$ cat config.mk
export PLATFORM = sky130hd
export DESIGN_NAME = status_trap_ctrl_flat
export DESIGN_NICKNAME = d
export VERILOG_FILES = /design/src/rtl/status_trap_ctrl_if.sv /design/src/rtl/status_trap_ctrl.sv /design/src/flat_wrapper.sv
export SDC_FILE = /design/constraint.sdc
export NUM_CORES = 1
export LEC_CHECK = 0
export BUFFER_PORTS_ARGS = -buffer_cell sky130_fd_sc_hd__buf_2
export CAP_MARGIN = 10
export CORE_MARGIN = 2
export CORE_UTILIZATION = 40
export DETAILED_ROUTE_END_ITERATION = 10
export GPL_ROUTABILITY_DRIVEN = 0
export PLACE_DENSITY_LB_ADDON = 0.2
export RECOVER_POWER = 100
export SLEW_MARGIN = 0
export SYNTH_ARGS = -nofsm -noshare
export SYNTH_HDL_FRONTEND = slang
export SYNTH_SLANG_ARGS = --single-unit
export TNS_END_PERCENT = 30
$ cat constraint.sdc
create_clock -name clk -period 2.5 [get_ports clk]
set_input_delay 0.25 -clock clk [delete_from_list [all_inputs] [get_ports clk]]
set_output_delay 0.25 -clock clk [all_outputs]
set_load 0.01 [all_outputs]
$ cat src/rtl/status_trap_ctrl_if.sv
// rtl/status_trap_ctrl_if.sv - request/ready handshakes between the pipeline and the status/trap sequencer
//
// Groups the three requester handshakes (CSR write, exception, eret) and the
// pipeline drain handshake.
//   master : pipeline side (drives requests and drain_done, receives readies and drain_req)
//   slave  : status_trap_ctrl side
interface status_trap_ctrl_if;
    logic        io_csr_wen;
    logic [31:0] io_csr_wdata;
    logic        io_csr_ready;
    logic        io_exc_valid;
    logic [4:0]  io_exc_cause;
    logic        io_exc_ready;
    logic        io_eret_valid;
    logic        io_eret_ready;
    logic        io_drain_req;
    logic        io_drain_done;

    modport master (
        output io_csr_wen, io_csr_wdata, io_exc_valid, io_exc_cause,
               io_eret_valid, io_drain_done,
        input  io_csr_ready, io_exc_ready, io_eret_ready, io_drain_req
    );

    modport slave (
        input  io_csr_wen, io_csr_wdata, io_exc_valid, io_exc_cause,
               io_eret_valid, io_drain_done,
        output io_csr_ready, io_exc_ready, io_eret_ready, io_drain_req
    );
endinterface

$ cat src/rtl/status_trap_ctrl.sv
// rtl/status_trap_ctrl.sv - processor status register owner and trap sequencer
//
// Owns the packed status word and arbitrates exception > interrupt > eret >
// CSR write, one action per cycle while in RUN. Traps are committed only after
// the pipeline acknowledges a drain request.
//   clk, reset_n      : clock, asynchronous active-low reset
//   bus (slave)       : CSR / exception / eret handshakes and drain handshake
//   io_ip             : interrupt pending lines
//   io_trap_fire      : one-cycle pulse when a trap commits
//   io_trap_cause     : latched cause, bit5 = interrupt, [4:0] = code
//   io_status_*       : individual status fields
//   io_status_bits    : packed readback of the status word
module status_trap_ctrl (
    input  logic                 clk,
    input  logic                 reset_n,
    status_trap_ctrl_if.slave    bus,
    input  logic [7:0]           io_ip,
    output logic                 io_trap_fire,
    output logic [5:0]           io_trap_cause,
    output logic                 io_status_et,
    output logic                 io_status_ef,
    output logic                 io_status_ev,
    output logic                 io_status_ec,
    output logic                 io_status_ps,
    output logic                 io_status_s,
    output logic                 io_status_u64,
    output logic                 io_status_s64,
    output logic                 io_status_vm,
    output logic [6:0]           io_status_zero,
    output logic [7:0]           io_status_im,
    output logic [31:0]          io_status_bits
);

    // Bit positions inside the packed status word.
    localparam int ET  = 0;
    localparam int EF  = 1;
    localparam int EV  = 2;
    localparam int EC  = 3;
    localparam int PS  = 4;
    localparam int S   = 5;
    localparam int U64 = 6;
    localparam int S64 = 7;
    localparam int VM  = 8;

    // Writable bits: fields [8:0] and im [23:16]; zero [15:9] and [31:24] stay 0.
    localparam logic [31:0] WRITE_MASK   = 32'h00FF_01FF;
    localparam logic [31:0] RESET_STATUS = 32'h0000_0020;

    typedef enum logic [1:0] {
        ST_RUN   = 2'd0,
        ST_DRAIN = 2'd1,
        ST_TRAP  = 2'd2
    } state_t;

    state_t      state_q,  state_d;
    logic [31:0] status_q, status_d;
    logic [5:0]  cause_q,  cause_d;

    logic [7:0]  irq_hits;
    logic        irq_pend;
    logic [2:0]  irq_idx;

    assign irq_hits = status_q[23:16] & io_ip;
    assign irq_pend = status_q[ET] & (|irq_hits);

    // Lowest-numbered enabled pending line wins: scan high to low so the last
    // match (the lowest index) is what remains.
    always_comb begin
        irq_idx = 3'd0;
        for (int i = 7; i >= 0; i--) begin
            if (irq_hits[i]) begin
                irq_idx = i[2:0];
            end
        end
    end

    always_ff @(posedge clk or negedge reset_n) begin
        if (!reset_n) begin
            state_q  <= ST_RUN;
            status_q <= RESET_STATUS;
            cause_q  <= 6'd0;
        end else begin
            state_q  <= state_d;
            status_q <= status_d;
            cause_q  <= cause_d;
        end
    end

    always_comb begin
        state_d           = state_q;
        status_d          = status_q;
        cause_d           = cause_q;
        bus.io_csr_ready  = 1'b0;
        bus.io_exc_ready  = 1'b0;
        bus.io_eret_ready = 1'b0;
        bus.io_drain_req  = 1'b0;
        io_trap_fire      = 1'b0;

        case (state_q)
            ST_RUN: begin
                if (bus.io_exc_valid) begin
                    bus.io_exc_ready = 1'b1;
                    cause_d          = {1'b0, bus.io_exc_cause};
                    state_d          = ST_DRAIN;
                end else if (irq_pend) begin
                    // Interrupts have no ready; the cause is captured here and
                    // held through DRAIN regardless of later io_ip changes.
                    cause_d = {1'b1, 2'b00, irq_idx};
                    state_d = ST_DRAIN;
                end else if (bus.io_eret_valid) begin
                    bus.io_eret_ready = 1'b1;
                    status_d[S]       = status_q[PS];
                    status_d[ET]      = 1'b1;
                end else if (bus.io_csr_wen) begin
                    bus.io_csr_ready = 1'b1;
                    status_d         = bus.io_csr_wdata & WRITE_MASK;
                end
            end

            ST_DRAIN: begin
                bus.io_drain_req = 1'b1;
                if (bus.io_drain_done) begin
                    state_d = ST_TRAP;
                end
            end

            ST_TRAP: begin
                io_trap_fire = 1'b1;
                status_d[PS] = status_q[S];
                status_d[S]  = 1'b1;
                status_d[ET] = 1'b0;
                state_d      = ST_RUN;
            end

            default: begin
                state_d = ST_RUN;
            end
        endcase
    end

    assign io_trap_cause  = cause_q;
    assign io_status_et   = status_q[ET];
    assign io_status_ef   = status_q[EF];
    assign io_status_ev   = status_q[EV];
    assign io_status_ec   = status_q[EC];
    assign io_status_ps   = status_q[PS];
    assign io_status_s    = status_q[S];
    assign io_status_u64  = status_q[U64];
    assign io_status_s64  = status_q[S64];
    assign io_status_vm   = status_q[VM];
    assign io_status_zero = status_q[15:9];
    assign io_status_im   = status_q[23:16];
    assign io_status_bits = status_q;

endmodule

$ cat src/flat_wrapper.sv
// flat-port wrapper written by rule: the top's interface ports become plain ports
module status_trap_ctrl_flat 
  (clk, reset_n, io_ip, io_trap_fire, io_trap_cause, io_status_et, io_status_ef, io_status_ev, io_status_ec, io_status_ps, io_status_s, io_status_u64, io_status_s64, io_status_vm, io_status_zero, io_status_im, io_status_bits, bus_io_csr_wen, bus_io_csr_wdata, bus_io_exc_valid, bus_io_exc_cause, bus_io_eret_valid, bus_io_drain_done, bus_io_csr_ready, bus_io_exc_ready, bus_io_eret_ready, bus_io_drain_req);
  status_trap_ctrl_if bus_i ();
  input  logic clk;
  input  logic reset_n;
  input  logic [7:0] io_ip;
  output logic io_trap_fire;
  output logic [5:0] io_trap_cause;
  output logic io_status_et;
  output logic io_status_ef;
  output logic io_status_ev;
  output logic io_status_ec;
  output logic io_status_ps;
  output logic io_status_s;
  output logic io_status_u64;
  output logic io_status_s64;
  output logic io_status_vm;
  output logic [6:0] io_status_zero;
  output logic [7:0] io_status_im;
  output logic [31:0] io_status_bits;
  input wire logic [$bits(bus_i.io_csr_wen)-1:0] bus_io_csr_wen;
  input wire logic [$bits(bus_i.io_csr_wdata)-1:0] bus_io_csr_wdata;
  input wire logic [$bits(bus_i.io_exc_valid)-1:0] bus_io_exc_valid;
  input wire logic [$bits(bus_i.io_exc_cause)-1:0] bus_io_exc_cause;
  input wire logic [$bits(bus_i.io_eret_valid)-1:0] bus_io_eret_valid;
  input wire logic [$bits(bus_i.io_drain_done)-1:0] bus_io_drain_done;
  output wire logic [$bits(bus_i.io_csr_ready)-1:0] bus_io_csr_ready;
  output wire logic [$bits(bus_i.io_exc_ready)-1:0] bus_io_exc_ready;
  output wire logic [$bits(bus_i.io_eret_ready)-1:0] bus_io_eret_ready;
  output wire logic [$bits(bus_i.io_drain_req)-1:0] bus_io_drain_req;
  assign bus_i.io_csr_wen = bus_io_csr_wen;
  assign bus_i.io_csr_wdata = bus_io_csr_wdata;
  assign bus_i.io_exc_valid = bus_io_exc_valid;
  assign bus_i.io_exc_cause = bus_io_exc_cause;
  assign bus_i.io_eret_valid = bus_io_eret_valid;
  assign bus_i.io_drain_done = bus_io_drain_done;
  assign bus_io_csr_ready = bus_i.io_csr_ready;
  assign bus_io_exc_ready = bus_i.io_exc_ready;
  assign bus_io_eret_ready = bus_i.io_eret_ready;
  assign bus_io_drain_req = bus_i.io_drain_req;
  status_trap_ctrl u_core (.clk(clk), .reset_n(reset_n), .bus(bus_i), .io_ip(io_ip), .io_trap_fire(io_trap_fire), .io_trap_cause(io_trap_cause), .io_status_et(io_status_et), .io_status_ef(io_status_ef), .io_status_ev(io_status_ev), .io_status_ec(io_status_ec), .io_status_ps(io_status_ps), .io_status_s(io_status_s), .io_status_u64(io_status_u64), .io_status_s64(io_status_s64), .io_status_vm(io_status_vm), .io_status_zero(io_status_zero), .io_status_im(io_status_im), .io_status_bits(io_status_bits));
endmodule
# Yosys cells after proc, flatten, opt, wreduce, memory -nomap -nowiden

Index checks and enable logic that the tools add are counted.

Bits of input ports: 51
Logic and storage cells: 63
Output and inout bits: 67
Register bits after elaboration: 25

Reduce and logical (&&, ||, !) cells: 9
Eq/ne operators: 9
Muxes and demuxes: 35
Bitwise operators: 5

Operator list:

| cell               | number |
|---|---|
| $mux 6             | 5 |
| $mux 3             | 8 |
| $mux 1             | 15 |
| $ne 2x2->1 const B | 5 |
| $reduce_and 5->1   | 2 |
| $and 8x8->8        | 1 |
| $pmux 2 s2         | 2 |
| $reduce_or 8->1    | 1 |
| $mux 2             | 3 |
| $mux 4             | 1 |
| $reduce_and 2->1   | 2 |
| $reduce_and 4->1   | 1 |
| $reduce_bool 2->1  | 2 |
| $ne 3x2->1 const B | 1 |
| $ne 3x3->1 const B | 1 |
| $not 1->1          | 3 |
| $eq 2x1->1 const B | 1 |
| $eq 2x2->1 const B | 1 |
| $logic_not 2->1    | 1 |
| $pmux 1 s2         | 1 |
| $and 1x1->1        | 1 |

# Longest topological paths before layout

Gate-level depths: netlist of the first run.

Depth in word-level cells: 11
Mapped depth: 5
Gate-level depth less buffers: 4

# Worst setup path before layout of the first run

Ideal clock, no wire load.

Kind: reg2reg
From: register u_core.status_q[17], in the netlist u_core.io_status_bits[17]
To: register u_core.status_q[16], in the netlist u_core.io_status_bits[16]
Stages on the path, launching flop included: 6
Data arrival time: 1.873 ns
Setup time: 0.125 ns
Path buffers: 1
Required time: 2.375 ns
Period minus slack after synthesis: 1.999 ns
Path slack: 0.501 ns
Cell sequence: dfrtp_1 > a22o_2 > o41a_4 > nor2_8 > buf_12 > mux2_4

Word-level cells in the longest chain between the ends: 5

Ends and longest elaborated chain:

| what                              | RTL line               | text |
|---|---|---|
| start, declared                   | status_trap_ctrl.sv:56 | `logic [31:0] status_q, status_d;` |
| start signal, assigned            | status_trap_ctrl.sv:84 | `status_q <= status_d;` |
| $and 8x8->8                       | status_trap_ctrl.sv:63 | `assign irq_hits = status_q[23:16] & io_ip;` |
| $reduce_or 8->1                   | status_trap_ctrl.sv:64 | `assign irq_pend = status_q[ET] & (\|irq_hits);` |
| $and 1x1->1                       | status_trap_ctrl.sv:64 |  |
| $not 1->1 (no source line)        | -                      |  |
| $reduce_and 5->1 (no source line) | -                      |  |

Every way passes these cells.
A chain may end at the register's enable or synchronous reset.

# Worst setup path in the final report of the first run

From: register u_core.status_q[17], in the netlist u_core.io_status_bits[17]
To: output bus_io_csr_ready

Word-level cells in the longest chain between the ends: 6

Ends and longest elaborated chain:

| what            | RTL line                | text |
|---|---|---|
| $and 8x8->8     | status_trap_ctrl.sv:63  |  |
| $reduce_or 8->1 | status_trap_ctrl.sv:64  |  |
| $and 1x1->1     | status_trap_ctrl.sv:64  |  |
| $mux 1          | status_trap_ctrl.sv:105 | `end else if (irq_pend) begin` |
| $mux 1          | status_trap_ctrl.sv:101 | `if (bus.io_exc_valid) begin` |
| $mux 1          | status_trap_ctrl.sv:99  | `case (state_q)` |
| end, declared   | flat_wrapper.sv:28      | `output wire logic [$bits(bus_i.io_csr_ready)-1:0] bus_io_csr_ready;` |

Every way passes these cells.

==> metrics, run 1 <==
status complete, no violations; PwrDens 1100 mW/mm^2; CTS Buffer Depth 2; post-cts sizing count 0; min Tclk post-route 2.27 ns; grt ovf 0; antenna cells 0; Via Count 1236; CTS tree built; Hold Startpoint bus_io_drain_done; reg2reg start u_core.io_status_bits[17]$_DFFE_PN0P_; data required time of the worst path 2.25 ns; Peak Freq 441 MHz; total leakage power 0.000848 uW; DRC 0; number of max-cap violations 0; antenna-violating nets left 0; die height 67.3 um; worst-path cell chain a22o_2 -> o41a_4 -> nor2_8 -> clkbuf_1; post-route cell area 0.00179 mm^2; Yosys warning total 0; Worst path max stage delay 0.54 ns; startpoint types flip-flop; Hold Path Class in2reg; CP Capture Type output port; Total Routed Length 3.17 mm; Top delay family on crit path compound AO/OA/AOI/OAI gates; Worst-Margin Slew 1.35 ns; top-level port count 118; Placement Cell Area 0.00183 mm^2; core box area 0.00374 mm^2; Reg2Reg Setup Slack 0.36 ns; number of synthesized flops with an enable pin 0; final setup violation count 0; Layout area overhead 12.0%; vias per cell 4.70; Synth Cell Area 0.00160 mm^2; met1 usage 0.190; clock latency on the worst-skew pair 0.27 ns; num rows 22; synthesis-stage register bit count 25; sequential share of the synthesized area 0.391; drt wl/cell 12.0 um; predominant post-synthesis flop cell dfrtp_1; gr usage total 0.146; post-route clock period utilization 0.907; FF-to-FF End u_core.io_trap_cause[1]$_DFFE_PN0P_; Synth area leaders dfrtp_1 (38%), buf_4 (18%), mux2_4 (8.4%); H-Tree Depth 1; final hold viol count 0; initial antenna violation count 0; synth cell count leaders buf_4 (39), dfrtp_1 (24), nand2_1 (12); fin. max-slew vios 0; r2r worst-path depth 4; met2 usage 0.233; busiest layer in global routing met2; Critical Path Fanout Max 15; Synth top area share 0.375; RSZ-0062 raised after global routing no; WS Path Type reg2out; Mapped Cells 149; vias in the first global route 1082; Yosys cell types 43; WHS Path Cells 2; Post-DP HPWL 2.52 mm; Die Footprint 0.00453 mm^2; fraction of registers with async set/reset 1.00; worst endpoint data arrival time 2.02 ns; total CTS buffers 3; Root Driver clkbuf_8; headroom to the max-slew limit 0.102; Worst-path clk slew 0.08 ns; slowest CP cell o41a_4; biggest area consumer among synthesized cells dfrtp_1; layout cells sized above 1 0.233; Hold Path Sink u_core.state_q[0]$_DFFE_PN0P_; Total Nets Final 267; count leader, synth buf_4; Port-buffer cells 80; worst path bufs/invs 1; WP depth 4; met3 GRT Util 0.0333; initial core utilization 0.428; CTS Sinks 25; final setup TNS 0 ns; mean post-synth cell area 10.7 um^2; Worst VDD drop 551 uV; drt first-iter violations 64; drt pass-1 iters 4; wire length of the first global-routing pass 5.00 mm; pin count of the biggest net entering global routing 26; Chip Width 67.3 um; Final Skew 0.00109 ns
-- final cells by class --
cell class	count	area, um^2
clock buffer	4	45.0
fill	415	1950
inverter	5	18.8
multi-input combinational	99	684
sequential	25	627
tap	48	60.1
timing repair buffer	82	359
-- metal layers --
layer / vias to the layer above / part of all wire
li1: 597 / -
met1: 571 / 0.45
met2: 64 / 0.45
met3: 4 / 0.093
met4: 0 / 0.011
met5: - / 0
-- worst max path at each step --
| stage | slack [ns] | start | end |
|---|---|---|---|
| after floorplan | 0.50 | u_core.io_status_bits[17]$_DFFE_PN0P_ | u_core.io_status_bits[16]$_DFFE_PN0P_ |
| after global placement | 0.41 | u_core.io_status_bits[17]$_DFFE_PN0P_ | u_core.io_status_bits[3]$_DFFE_PN0P_ |
| after detailed placement | 0.40 | u_core.io_status_bits[17]$_DFFE_PN0P_ | u_core.io_status_bits[2]$_DFFE_PN0P_ |
| after CTS | 0.15 | u_core.io_status_bits[17]$_DFFE_PN0P_ | bus_io_csr_ready |
| after global routing | 0.13 | u_core.io_status_bits[17]$_DFFE_PN0P_ | bus_io_eret_ready |
| final | 0.23 | u_core.io_status_bits[17]$_DFFE_PN0P_ | bus_io_csr_ready |
-- logic make-up after synthesis --
group / share of synthesized area
DFF: 0.391
buffers and inverters: 0.209
muxes: 0.146
and+or+nand+nor: 0.113
other: 0.00234
AOI/OAI and AO/OA: 0.138
-- report_power, final --
group          switching [uW]  total, uW  internal, uW
registers                 190        790           600
logic                     548        945           397
clock network             126        240           114
total                     864       1970          1110
-- cells in the final DEF, fill, tap and decap left out, types with 3 or more instances in the layout --
| cell type | netlist | routed |
|---|---|---|
| a21oi_1 | 2 | 3 |
| a22o_1 | 3 | 3 |
| dfrtp_1 | 24 | 24 |
| mux2_1 | 1 | 9 |
| nor2_1 | 6 | 6 |
| nand2_1 | 12 | 12 |
| buf_2 | 0 | 36 |
| conb_1 | 1 | 22 |
| o31ai_1 | 3 | 3 |
| clkbuf_1 | 1 | 46 |
| inv_1 | 5 | 5 |
| mux2_2 | 6 | 6 |
| clkbuf_8 | 0 | 3 |
-- metrics by stage --
step / hold slack, ns / instances / setup slack [ns] / power (uW) / util
6_report: 0.180 / 263 / 0.233 / 1970 / 0.479
5_1_grt: 0.183 / 263 / 0.126 / 2150 / 0.479
4_1_cts: 0.177 / 263 / 0.150 / 2150 / 0.504
3_5_place_dp: 0.282 / 258 / 0.398 / 1900 / 0.489
3_3_place_gp: 0.275 / 258 / 0.407 / 1890 / 0.489
2_1_floorplan: -0.0456 / 170 / 0.501 / 1650 / -
-- state kept, by name, indices dropped and copies added (netlist names) --
signal                 count
u_core.state_q             2
u_core.io_status_bits     17
u_core.io_trap_cause       6
-- timing repair --
item                                   4_1_cts  5_1_grt
endpoints found under the hold margin       24        0
hold buffers                                 1        0
buffers inserted                             0        0
setup endpoints to repair                    0        0
No activity file was read; power rests on OpenSTA's default activity.
==> run 2, diff against run 1 <==
- CORE_UTILIZATION: 40 -> 45
- CTS_BUF_LIST: not set -> sky130_fd_sc_hd__clkbuf_8
- TNS_END_PERCENT: 30 -> not set
- clock period: 2.5 -> 2.9 ns (I/O delays scaled with it)
==> run 2 against run 1 <==
- register-to-register slack better by 0.42 ns
- total power is 15% lower
- critical path depth is 1 higher
- sequential share of layout area is 0.54 points higher
- clock power is 18% lower
- critical endpoint is now bus_io_eret_ready
- via count is 1.3% lower
- critical path type unchanged
- hold slack better by 0.046 ns
==> metrics, run 2 (synthesized netlist as in run 1, its figures left out) <==
Post-DP HPWL 2.69 mm; data required time of the worst path 2.61 ns; post-route clock period utilization 0.809; Worst-path clk slew 0.08 ns; PwrDens 955 mW/mm^2; drt wl/cell 12.6 um; total chip power 1690 uW; Port-buffer cells 80; Total Routed Length 3.28 mm; top-level port count 118; pin count of the biggest net entering global routing 26; post-cts sizing count 0; final setup violation count 0; startpoint types flip-flop; headroom to the max-slew limit 0.136; number of max-cap violations 0; most frequent cells in the layout clkbuf_1 (45), buf_2 (35), dfrtp_1 (24); Die Footprint 0.00405 mm^2; layout cells sized above 1 0.225; max reg flops 17; RSZ-0062 raised after global routing no; total leakage power 0.000838 uW; DRC 0; Root Driver clkbuf_8; status complete, no violations; Worst VDD drop 385 uV; grt ovf 0; hold bufs inserted after CTS 0; CTS Sinks 25; drt first-iter violations 34; antenna-violating nets left 0; CTS Buffer Depth 2; CP Capture Type output port; initial core utilization 0.472; Worst-Margin Slew 1.30 ns; antenna cells 0; die height 63.7 um; worst endpoint data arrival time 2.06 ns; WS Path Type reg2out; vias in the first global route 1169; Total Nets Final 265; Via Count 1220; Final Skew 0.00183 ns; initial antenna violation count 0; gr usage total 0.160; fin. max-slew vios 0; # Post-CTS Setup Buffers 0; CTS tree built; final core utilization 0.521; Critical Path Fanout Max 5; Chip Width 63.7 um; clock latency on the worst-skew pair 0.26 ns; final hold viol count 0; wire length of the first global-routing pass 5.16 mm; Hold Path Class in2reg; H-Tree Depth 1; drt pass-1 iters 4; core box area 0.00339 mm^2; min Tclk post-route 2.35 ns; vias per cell 4.71; final setup TNS 0 ns; commonest non-fill, non-tap cell in the layout clkbuf_1; Layout area overhead 10.3%; total CTS buffers 3; Peak Freq 426 MHz; num rows 21
## run 2: changes by cell type in the layout (fill, tap and decap cells not counted)
cell / delta
o41a_4: -1
buf_2: -1
and2_1: -1
clkbuf_1: -1
inv_1: +1
o41a_1: +1
dlygate4sd3_1: -1
and2_0: +1
## run 2: worst max-delay path: stages, from the launching register on
cell	delay (ns)
dfrtp_1	0.43
a22o_2	0.31
o41a_1	0.55
nor2_1	0.17
and3_1	0.18
clkbuf_1	0.15
## run 2: worst paths after layout
check	start	end	slack (ns)	cells after the start
worst max register to register	u_core.io_status_bits[17]$_DFFE_PN0P_	u_core.io_trap_cause[1]$_DFFE_PN0P_	0.78	4
min in group asynchronous	reset_n	u_core.io_status_bits[0]$_DFFE_PN0P_	0.29	1
max in group asynchronous	reset_n	u_core.io_status_bits[23]$_DFFE_PN0P_	1.85	1
worst min register to register	u_core.io_trap_cause[1]$_DFFE_PN0P_	u_core.io_trap_cause[1]$_DFFE_PN0P_	0.52	1
worst max-delay path	u_core.io_status_bits[17]$_DFFE_PN0P_	bus_io_eret_ready	0.55	5
worst min-delay path	bus_io_drain_done	u_core.state_q[0]$_DFFE_PN0P_	0.23	2
## run 2: cell type report
class,count,area [um^2]
Tap cell,46,57.6
Clock buffer,3,41.3
Timing Repair Buffer,80,344
Clock inverter,1,3.75
Inverter,5,18.8
Fill cell,363,1620
Multi-Input combinational cell,99,674
Sequential cell,25,627
## run 2: per-stage QoR
stage / setup WS (ns) / hold slack, ns / std cells / area [um^2]
global placement: 0.835 / 0.303 / 255 / 1820
CTS: 0.515 / 0.0215 / 259 / 1870
global route: 0.451 / 0.230 / 259 / 1770
finish: 0.555 / 0.226 / 259 / 1770
detailed placement: 0.787 / 0.312 / 255 / 1820
floorplan: 0.901 / -0.00559 / 170 / 1680
## run 2: where the power goes
| part | internal (uW) | switching (uW) |
|---|---|---|
| sequential | 517 | 166 |
| combinational | 331 | 476 |
| clock | 94.6 | 102 |
## run 2: per-layer routing
| layer | track usage | share of wire | routed length, um | vias up |
|---|---|---|---|---|
| met5 | 0 | 0 | 0 | - |
| met4 | 0.0516 | 0.0076 | 25 | 0 |
| met3 | 0.0286 | 0.079 | 259 | 4 |
| met2 | 0.295 | 0.51 | 1660 | 65 |
| met1 | 0.185 | 0.41 | 1330 | 556 |
| li1 | - | - | - | 595 |
